File: config.mk
export PLATFORM = sky130hd
export DESIGN_NAME = bcd_display_mux_flat
export DESIGN_NICKNAME = d
export VERILOG_FILES = /design/src/rtl/bcd_display_mux_if.sv /design/src/rtl/bcd_display_mux.sv /design/src/flat_wrapper.sv
export SDC_FILE = /design/constraint.sdc
export NUM_CORES = 1
export LEC_CHECK = 0
export CAP_MARGIN = 10
export CORE_MARGIN = 1
export CORE_UTILIZATION = 25
export DETAILED_ROUTE_END_ITERATION = 10
export GPL_ROUTABILITY_DRIVEN = 0
export GPL_TIMING_DRIVEN = 1
export HOLD_SLACK_MARGIN = 0.06
export PLACE_DENSITY = 0.47
export SLEW_MARGIN = 25
export SYNTH_ARGS = -nofsm -noshare
export SYNTH_HDL_FRONTEND = slang
export SYNTH_SLANG_ARGS = --single-unit
File: constraint.sdc
create_clock -name clk -period 9 [get_ports clk]
set_input_delay 2.7 -clock clk [delete_from_list [all_inputs] [get_ports clk]]
set_output_delay 2.7 -clock clk [all_outputs]
set_load 0.01 [all_outputs]
File: src/rtl/bcd_display_mux_if.sv
// Bundle between a BCD counter chain and the multiplexed
// seven-segment display driver.
interface bcd_display_mux_if;
  logic [3:0] ones;
  logic [3:0] tens;
  logic [3:0] hundreds;
  logic       carry_in;
  logic       ovf_clr;
  logic       blank_lz;
  logic [2:0] an;
  logic [6:0] seg;
  logic       dp;
  logic       ovf;

  modport master (
    output ones, tens, hundreds,
    output carry_in, ovf_clr, blank_lz,
    input  an, seg, dp, ovf
  );

  modport slave (
    input  ones, tens, hundreds,
    input  carry_in, ovf_clr, blank_lz,
    output an, seg, dp, ovf
  );
endinterface

File: src/rtl/bcd_display_mux.sv
// Three-digit common-anode scan driver with per-frame digit
// snapshot, leading-zero blanking and sticky overflow on dp.
module bcd_display_mux #(
  parameter int unsigned REFRESH_DIV = 100_000
) (
  input logic              clk,
  input logic              reset_n,
  bcd_display_mux_if.slave bus
);

  localparam int unsigned PW = $clog2(REFRESH_DIV);
  localparam logic [PW-1:0] LAST = PW'(REFRESH_DIV - 1);

  localparam logic [1:0] SLOT_ONES = 2'd0;
  localparam logic [1:0] SLOT_TENS = 2'd1;
  localparam logic [1:0] SLOT_HUND = 2'd2;

  localparam logic [6:0] SEG_BLANK = 7'h7F;
  localparam logic [6:0] SEG_DASH  = 7'h3F;

  logic [PW-1:0] cnt_q, cnt_d;
  logic [1:0]    slot_q, slot_d;
  logic [3:0]    o_q, t_q, h_q;
  logic [2:0]    an_q, an_d;
  logic [6:0]    seg_q, seg_d;
  logic          dp_q, dp_d;
  logic          ovf_q, ovf_d;
  logic          tick, wrap;
  logic [3:0]    o_s, t_s, h_s, dig;
  logic          blank;

  function automatic logic [6:0] decode(
    input logic [3:0] v
  );
    logic [6:0] r;
    case (v)
      4'd0:    r = 7'h40;
      4'd1:    r = 7'h79;
      4'd2:    r = 7'h24;
      4'd3:    r = 7'h30;
      4'd4:    r = 7'h19;
      4'd5:    r = 7'h12;
      4'd6:    r = 7'h02;
      4'd7:    r = 7'h78;
      4'd8:    r = 7'h00;
      4'd9:    r = 7'h10;
      default: r = SEG_DASH;
    endcase
    return r;
  endfunction

  assign tick  = (cnt_q == LAST);
  assign cnt_d = tick ? '0 : cnt_q + 1'b1;
  assign wrap  = tick && (slot_q == SLOT_HUND);

  always_comb begin
    slot_d = slot_q;
    if (tick) begin
      unique case (1'b1)
        (slot_q == SLOT_ONES): slot_d = SLOT_TENS;
        (slot_q == SLOT_TENS): slot_d = SLOT_HUND;
        default:               slot_d = SLOT_ONES;
      endcase
    end
  end

  // The wrap edge shows the freshly captured digits, not the old snapshot.
  assign o_s = wrap ? bus.ones     : o_q;
  assign t_s = wrap ? bus.tens     : t_q;
  assign h_s = wrap ? bus.hundreds : h_q;

  always_comb begin
    dig   = o_s;
    blank = 1'b0;
    unique case (1'b1)
      (slot_d == SLOT_TENS): begin
        dig   = t_s;
        blank = bus.blank_lz && h_s == 4'd0
                && t_s == 4'd0;
      end
      (slot_d == SLOT_HUND): begin
        dig   = h_s;
        blank = bus.blank_lz && h_s == 4'd0;
      end
      default: begin
        dig   = o_s;
        blank = 1'b0;
      end
    endcase
  end

  always_comb begin
    an_d = 3'b011;
    unique case (1'b1)
      (slot_d == SLOT_ONES): an_d = 3'b110;
      (slot_d == SLOT_TENS): an_d = 3'b101;
      default:               an_d = 3'b011;
    endcase
  end

  assign seg_d = blank ? SEG_BLANK : decode(dig);
  assign dp_d  = !((slot_d == SLOT_HUND) && ovf_q);
  assign ovf_d = bus.carry_in ? 1'b1
               : bus.ovf_clr ? 1'b0 : ovf_q;

  always_ff @(posedge clk or negedge reset_n) begin
    if (!reset_n) begin
      cnt_q  <= '0;
      slot_q <= SLOT_HUND;
      o_q    <= '0;
      t_q    <= '0;
      h_q    <= '0;
      an_q   <= 3'b111;
      seg_q  <= SEG_BLANK;
      dp_q   <= 1'b1;
      ovf_q  <= 1'b0;
    end else begin
      cnt_q  <= cnt_d;
      slot_q <= slot_d;
      ovf_q  <= ovf_d;
      if (wrap) begin
        o_q <= bus.ones;
        t_q <= bus.tens;
        h_q <= bus.hundreds;
      end
      if (tick) begin
        an_q  <= an_d;
        seg_q <= seg_d;
        dp_q  <= dp_d;
      end
    end
  end

  assign bus.an  = an_q;
  assign bus.seg = seg_q;
  assign bus.dp  = dp_q;
  assign bus.ovf = ovf_q;

endmodule

File: src/flat_wrapper.sv
// flat-port wrapper written by rule: the top's interface ports become plain ports
module bcd_display_mux_flat 
#(
  parameter int unsigned REFRESH_DIV = 100_000
)
  (clk, reset_n, bus_ones, bus_tens, bus_hundreds, bus_carry_in, bus_ovf_clr, bus_blank_lz, bus_an, bus_seg, bus_dp, bus_ovf);
  bcd_display_mux_if bus_i ();
  input logic clk;
  input logic reset_n;
  input wire logic [$bits(bus_i.ones)-1:0] bus_ones;
  input wire logic [$bits(bus_i.tens)-1:0] bus_tens;
  input wire logic [$bits(bus_i.hundreds)-1:0] bus_hundreds;
  input wire logic [$bits(bus_i.carry_in)-1:0] bus_carry_in;
  input wire logic [$bits(bus_i.ovf_clr)-1:0] bus_ovf_clr;
  input wire logic [$bits(bus_i.blank_lz)-1:0] bus_blank_lz;
  output wire logic [$bits(bus_i.an)-1:0] bus_an;
  output wire logic [$bits(bus_i.seg)-1:0] bus_seg;
  output wire logic [$bits(bus_i.dp)-1:0] bus_dp;
  output wire logic [$bits(bus_i.ovf)-1:0] bus_ovf;
  assign bus_i.ones = bus_ones;
  assign bus_i.tens = bus_tens;
  assign bus_i.hundreds = bus_hundreds;
  assign bus_i.carry_in = bus_carry_in;
  assign bus_i.ovf_clr = bus_ovf_clr;
  assign bus_i.blank_lz = bus_blank_lz;
  assign bus_an = bus_i.an;
  assign bus_seg = bus_i.seg;
  assign bus_dp = bus_i.dp;
  assign bus_ovf = bus_i.ovf;
  bcd_display_mux #(.REFRESH_DIV(REFRESH_DIV)) u_core (.clk(clk), .reset_n(reset_n), .bus(bus_i));
endmodule
# Yosys cells after proc, flatten, opt, wreduce, memory -nomap -nowiden
# Memory sizes are Yosys's and may differ from the RTL's.
# Cells that the tools add are included.
# word_totals
regBits	43
latchBits	0
mem_bits_rw	0
mem_bits_ro	112
in_bits	17
output_inout_bits	12
memories	1
# memory_table
memory	depth	word_bits	rd	rd_clocked_by_memory_dff	write_ports	line_no	source
(name not given)	16	7	1	0	0	bcd_display_mux.sv:36	case (v)
# op_classes
add_sub_neg	1
n_mul	0
div	0
magnitude_cmp	0
n_eq_ne	5
shift	0
mux	12
bitwise	0
n_reduce_logical	10
# ops
op	n
$add 17x1->17 const B	1
$eq 17x17->1 const B	1
$mux 17	1
$mux 4	3
$logic_not 4->1	2
$pmux 4 s2	1
$mux 7	1
$pmux 3 s2	1
$eq 2x1->1 const B	2
$eq 2x2->1 const B	2
$logic_and 1x1->1	4
$logic_not 2->1	2
$pmux 2 s2	1
$mux 1	2
$mux 2	1
$pmux 1 s2	1
$reduce_bool 2->1	1
$logic_not 1->1	1

# Logic depth before layout (Yosys ltp)
# Gate-level depths: netlist of the first run.
# depth
ltp_word	8
ltp_mapped	17
ltp_nobuf	15

# Worst setup path after synthesis of the first run
# Ideal clock, no wire load.
# synth_path
path_type	in2reg
from	input bus_ones[1]
to	register u_core.seg_q[3], in the netlist u_core.bus.seg[3]
setup_time_ns	0.073
t_arrival_ns	4.186
slack_ns	4.741
stages	6
n_path_buf	0
path_cell_list	mux2_2 -> a221oi_2 -> ha_1 -> or2_0 -> a21o_1 -> a21oi_1
# synth_via
elab_chain_len	4
# synth_lines
element	line_no	source
start, declared	flat_wrapper.sv:10	input wire logic [$bits(bus_i.ones)-1:0] bus_ones;
$mux 4	bcd_display_mux.sv:68	assign o_s = wrap ? bus.ones : o_q;
$pmux 4 s2	bcd_display_mux.sv:75	unique case (1'b1)
$mem_v2 16x7	n/a	
$mux 7	bcd_display_mux.sv:101	assign seg_d = blank ? SEG_BLANK : decode(dig);
end signal, assigned	bcd_display_mux.sv:128	seg_q <= seg_d;
end, declared	bcd_display_mux.sv:25	logic [6:0] seg_q, seg_d;
# Every way passes these cells.
# A chain may end at the register's enable or synchronous reset.

# Worst setup path after layout of the first run
# layout_path
from	input bus_ones[1]
to	register u_core.seg_q[3], in the netlist u_core.bus.seg[3]
# layout_via
elab_chain_len	4
# layout_lines
element	line_no	source
$mux 4	bcd_display_mux.sv:68	
via u_core.o_s[1]	bcd_display_mux.sv:29	logic [3:0] o_s, t_s, h_s, dig;
$pmux 4 s2	bcd_display_mux.sv:75	
$mem_v2 16x7	n/a	
$mux 7	bcd_display_mux.sv:101	
# The timed path passes the listed nets, and every way through them passes these cells.

==> metrics, run 1 <==
Worst slew margin=0.412; WP buf/inv=1; Residual DRC=0; Die Wd=97.4 um; Slowest cell on crit path=a221oi_2; die area=9490 um^2; worst vdd ir=56.2 uV; Syn Nets=245; number of hold buffers added after cts=0; worst-margin pin slew=0.883 ns; cts bufs inserted=5; Hold/Removal Path Class=reg -> reg; chip height=97.4 um; post-synth top area share=0.341; Slew Viols, Final=0; H-tree levels=2; latest clock arrival within the worst-skew pair=0.30 ns; Routed WL=4830 um; 1st-pass router iterations=5; Leak=1.24 nW; Critical Path AT=4.73 ns; crit end category=flop; clk slew on worst S/H paths=0.08 ns; number of synthesized register bits=43; layout cells sized above 1=0.150; Max-Cap Viols=0; placement row count=34; endpoints failing hold=0; Switch Pwr=73.4 uW; core area=8760 um^2; vias in the first global route=1,651; Post-CTS Setup Inserts=0; Iter 0 DRT Violations=93; detailed placement HPWL=3370 um; CTS tree=done; Setup violations, final=0; power per standard cell area=132 nW/um^2; Clk pwr share=0.434; Pwr Total=364 uW; Avg Cell Area, Syn=10.5 um^2; Crit path max-delay family=compound AO/OA/AOI/OAI gates; global-route wire length before repair=8410 um; via count=1,629; Post-Syn Instances=216; Reg2Reg Depth=14; final setup TNS=0 ns; Post-synth EDFFs=0; diodes inserted=0; minimum clock period after layout=4.50 ns; PortBufs=28; Final Cycle Share=0.500; Post-DRT Antenna Nets=0; initial antenna violation count=0; largest net degree at the start of global routing=44; Post-CTS Resized=0; count of cell types in the netlist=51; Total GRT Usage=0.111; outcome=complete, no violations; Clock Skew=0.00927 ns; Net Sw Frac=0.202; initial core utilization=0.260; commonest non-fill, non-tap cell in the layout=dfrtp_1; RSZ-0062 raised after global routing=false; CP max stage delay=0.48 ns; worst-case clock buffer depth=2; Hold Path Cell Cnt=1; cell accounting for the most synthesized area=dfrtp_1; fin nets=274; grt ovf=0; CP Launch Type=input port; ranking of synthesized cells by area=dfrtp_1 (34%), dfstp_2 (14%), ha_1 (6.6%); ys flop type=dfrtp_1; Synth Cell Area=2280 um^2; Worst path depth=7; Comb power frac=0.033; crit path cell chain=clkdlybuf4s50_1, mux2_2, a221oi_2, ha_1, or2_0, a21o_1, a21oi_1; yosys warns=0; CTS sink count=43; Fmax achieved=0.222 GHz; power share of the sequential group=0.533; post-DR wirelength/cell=13.6 um; worst setup path class=in -> reg; Layout Area Growth over Synthesis=21.4%; vias per cell=4.60; P_int=290 uW; Root Buffer=clkbuf_8; Seq/Total Area, Yosys=0.479; Worst Path Max Fanout=6; most frequent cells in the layout=dfrtp_1 (31), clkdlybuf4s50_1 (27), nor2_1 (22); worst path required time=9.23 ns; IO Count=29; Hold WS=0.456 ns; Synth async-reset ratio=1.00
-- power groups by stage --
stage | logic [mW] | registers (mW) | clock network [mW]
floorplan | 0.000399 | 0.198 | 0
global placement | 0.0124 | 0.197 | 0
detailed placement | 0.0124 | 0.197 | 0
CTS | 0.0124 | 0.194 | 0.166
global route | 0.0136 | 0.194 | 0.171
finish | 0.0120 | 0.194 | 0.158
-- cell families after synthesis --
logic type      after synthesis  share of synthesized area
mux                          11                     0.0528
simple gates                 82                      0.200
compound gates               37                      0.111
flops                        43                      0.479
xor+xnor                     14                     0.0539
fa+ha+maj                    12                     0.0660
buf+inv                      17                     0.0374
-- path summary, 6_finish.rpt --
path / end / slack [ns] / startpoint
max in group asynchronous: u_core.slot_q[1] / 6.20 / reset_n
min in group asynchronous: u_core.cnt_q[7] / 2.38 / reset_n
worst min-delay path: u_core.bus.dp / 0.46 / u_core.bus.ovf
worst max register to register: u_core.bus.seg[3] / 4.89 / u_core.cnt_q[0]
worst max-delay path: u_core.bus.seg[3] / 4.50 / bus_ones[1]
worst min register to register: u_core.bus.dp / 0.46 / u_core.bus.ovf
-- flip-flops by register name, indices dropped and copies added (netlist names) --
signal and cells:
u_core.bus.dp 1, u_core.slot_q 2, u_core.o_q 4, u_core.cnt_q 17, u_core.h_q 4, u_core.bus.ovf 1
u_core.t_q 4, u_core.bus.seg 7, u_core.bus.an 3
-- cells in the mapped netlist (3+ instances only) --
cell type / number
and3_1: 3
mux2i_1: 6
a21o_1: 4
xnor2_1: 7
nor2_1: 22
xor2_1: 7
dfrtp_1: 31
nand2_1: 21
inv_1: 11
mux2_2: 4
nand3_1: 12
nand4_1: 3
dfstp_2: 12
a21oi_1: 9
ha_1: 12
o21ai_0: 10
-- layout make-up --
class	count	area, um^2
clock buffer	6	82.6
timing repair buffer	28	278
multi-input combinational	156	1100
sequential	43	1090
tap	108	135
clock inverter	2	35.0
fill	914	6000
inverter	11	41.3
-- layer usage --
layer | global-route usage | share of wire | up-vias
met4 | 0.0509 | 0.019 | 0
met2 | 0.159 | 0.42 | 29
met1 | 0.161 | 0.52 | 795
li1 | - | - | 798
met3 | 0.0216 | 0.039 | 7
met5 | 0 | 0 | -
-- stage by stage --
step | setup slack (ns) | utilization | cell area [um^2] | cells
floorplan | 4.74 | - | 2280 | 216
global placement | 4.23 | 0.302 | 2640 | 346
detailed placement | 4.17 | 0.302 | 2640 | 346
CTS | 4.49 | 0.315 | 2760 | 354
global route | 4.37 | 0.315 | 2760 | 354
finish | 4.50 | 0.315 | 2760 | 354
Note: power is estimated with default switching activity, not from simulation.
==> run 2, diff against run 1 <==
==> constraint.sdc (replaced) <==
create_clock -name clk -period 4.4 [get_ports clk]
set_input_delay 1.32 -clock clk [delete_from_list [all_inputs] [get_ports clk]]
set_output_delay 1.32 -clock clk [all_outputs]
set_load 0.01 [all_outputs]
==> run 2 against run 1 <==
  * Register-to-register slack got worse by 4.1 ns
  * Cell area increased by 0.54%
  * Power grew 100%
  * Sequential cell count is the same
  * Critical path depth is 7 higher
  * Clock skew grew 0.0029 ns
  * Clock power rose by 100%
  * Combinational power is 100% higher
  * Critical path type is now reg -> reg
  * Largest cell class unchanged
==> metrics, run 2 (same netlist as run 1, synthesis figures left out) <==
Hold/Removal Path Class=reg -> reg; Met3 Wirelength=199 um (+5.9%); vias per cell=4.49 (-2.3%); Post-DRT Antenna Nets=0 (unchanged); final cell count without fillers=356 (+0.56%); crit end category=flop; worst path required time=4.62 ns (-4.61 ns); post-DR wirelength/cell=13.5 um (-0.89%); Layout Area Growth over Synthesis=22.0%; wire length on met2=2030 um (-0.15%); Setup violations, final=0 (unchanged); top layer in use=met4; vias in the first global route=1,670 (+1.2%); Filler cells=904 (-1.1%); global-route wire length before repair=8380 um (-0.42%); RSZ-0062 raised after global routing=false; Residual DRC=0 (unchanged); Largest Register=u_core.cnt_q; Clock Skew=0.0121 ns (+0.00288 ns); Iter 0 DRT Violations=98 (+5.4%); chip height=97.4 um (unchanged); Total GRT Usage=0.110 (-0.00140); most frequent cells in the layout=dfrtp_1 (31), clkdlybuf4s50_1 (27), nor2_1 (22); Leak=1.25 nW (+0.77%); worst-case clock buffer depth=2 (unchanged); CTS sink count=43 (unchanged); Die Wd=97.4 um (unchanged); via count=1,600 (-1.8%); largest net degree at the start of global routing=44 (unchanged); Critical Path AT=3.88 ns (-0.85 ns); WL met1=2540 um (+1.2%); placement row count=34 (unchanged); PnR worst setup slack=0.743 ns (-3.75 ns); Max-Cap Viols=0 (unchanged); Post-Place Cells=348 (+0.58%); H-tree levels=2 (unchanged); diodes inserted=0 (unchanged); CP Launch Type=flop; power per standard cell area=268 nW/um^2 (+100%); core area=8760 um^2 (unchanged); commonest non-fill, non-tap cell in the layout=dfrtp_1; outcome=complete, no violations; Slew Viols, Final=0 (unchanged); latest clock arrival within the worst-skew pair=0.29 ns (about the same); Final Cycle Share=0.831; final setup TNS=0 ns (unchanged); max reg flops=17 (unchanged); die area=9490 um^2 (unchanged); Routed WL=4810 um (-0.33%); grt ovf=0 (unchanged); worst-margin pin slew=0.560 ns (-0.322 ns); initial core utilization=0.260 (unchanged); worst setup path class=reg -> reg; cts bufs inserted=5 (unchanged); pre-CTS WS=0.738 ns (-3.43 ns); fin nets=276 (+0.73%); worst vdd ir=117 uV (+110%); 1st-pass router iterations=4 (-1); Post-CTS Resized=0 (unchanged); endpoints failing hold=0 (unchanged); Worst slew margin=0.626 (+0.215); CTS tree=done; Post-CTS Setup Inserts=0 (unchanged); initial antenna violation count=0 (unchanged); layout cells sized above 1=0.157 (+0.00685); Root Buffer=clkbuf_8; IO Count=29 (unchanged); detailed placement HPWL=3380 um (+0.39%); number of hold buffers added after cts=0 (unchanged); Worst Path Max Fanout=12 (+6); Fmax achieved=0.273 GHz; minimum clock period after layout=3.66 ns; clk slew on worst S/H paths=0.08 ns (about the same); R2R setup slack=0.74 ns (-4.15 ns); PortBufs=28 (unchanged)
run 2: report_power, final:
part	switching, mW	total, mW	internal (mW)	leakage, nW
combinational	0.0108	0.0245	0.0137	0.675
sequential	0.000734	0.397	0.396	0.514
clock	0.139	0.323	0.184	0.0612
total	0.151	0.744	0.594	1.25
run 2: critical path, stage by stage, from the launching register on:
cell,delay [ns]
dfrtp_1,0.39
ha_1,0.22
and4_1,0.36
nand4_1,0.12
buf_4,0.19
and2_0,0.15
a21oi_1,0.32
ha_1,0.39
nand2_1,0.12
inv_1,0.05
a221oi_2,0.44
ha_1,0.32
or2_0,0.22
a21o_1,0.18
a21oi_1,0.13
run 2: final timing paths:
kind                            cells after the start                end             from
worst min-delay path                                1    u_core.cnt_q[0]  u_core.cnt_q[0]
worst max register to register                     14  u_core.bus.seg[3]  u_core.cnt_q[0]
min in group asynchronous                           1   u_core.cnt_q[13]          reset_n
max in group asynchronous                           1      u_core.o_q[2]          reset_n
worst min register to register                      1    u_core.cnt_q[0]  u_core.cnt_q[0]
worst max-delay path                               14  u_core.bus.seg[3]  u_core.cnt_q[0]
run 2: metrics by stage:
stage / hold slack (ns) / instance area (um^2) / total power [mW] / util
after floorplan: 0.447 / 2280 / 0.405 / -
after global placement: 0.468 / 2660 / 0.429 / 0.303
after detailed placement: 0.481 / 2660 / 0.429 / 0.303
after CTS: 0.492 / 2780 / 0.757 / 0.317
after global routing: 0.517 / 2780 / 0.776 / 0.317
final: 0.484 / 2780 / 0.744 / 0.317
run 2: cell type report:
cell class,count,area [um^2],area share
Multi-Input combinational cell,156,1100,0.396
Tap cell,108,135,0.0486
Sequential cell,43,1090,0.393
Clock buffer,6,82.6,0.0297
Clock inverter,2,35.0,0.0126
Timing Repair Buffer,30,293,0.105
Inverter,11,41.3,0.0149
run 2: metal layers:
| layer | GRT usage | vias to the layer above |
|---|---|---|
| met5 | 0 | - |
| met4 | 0.0373 | 0 |
| met3 | 0.0237 | 2 |
| met2 | 0.160 | 43 |
| met1 | 0.160 | 751 |
| li1 | - | 804 |
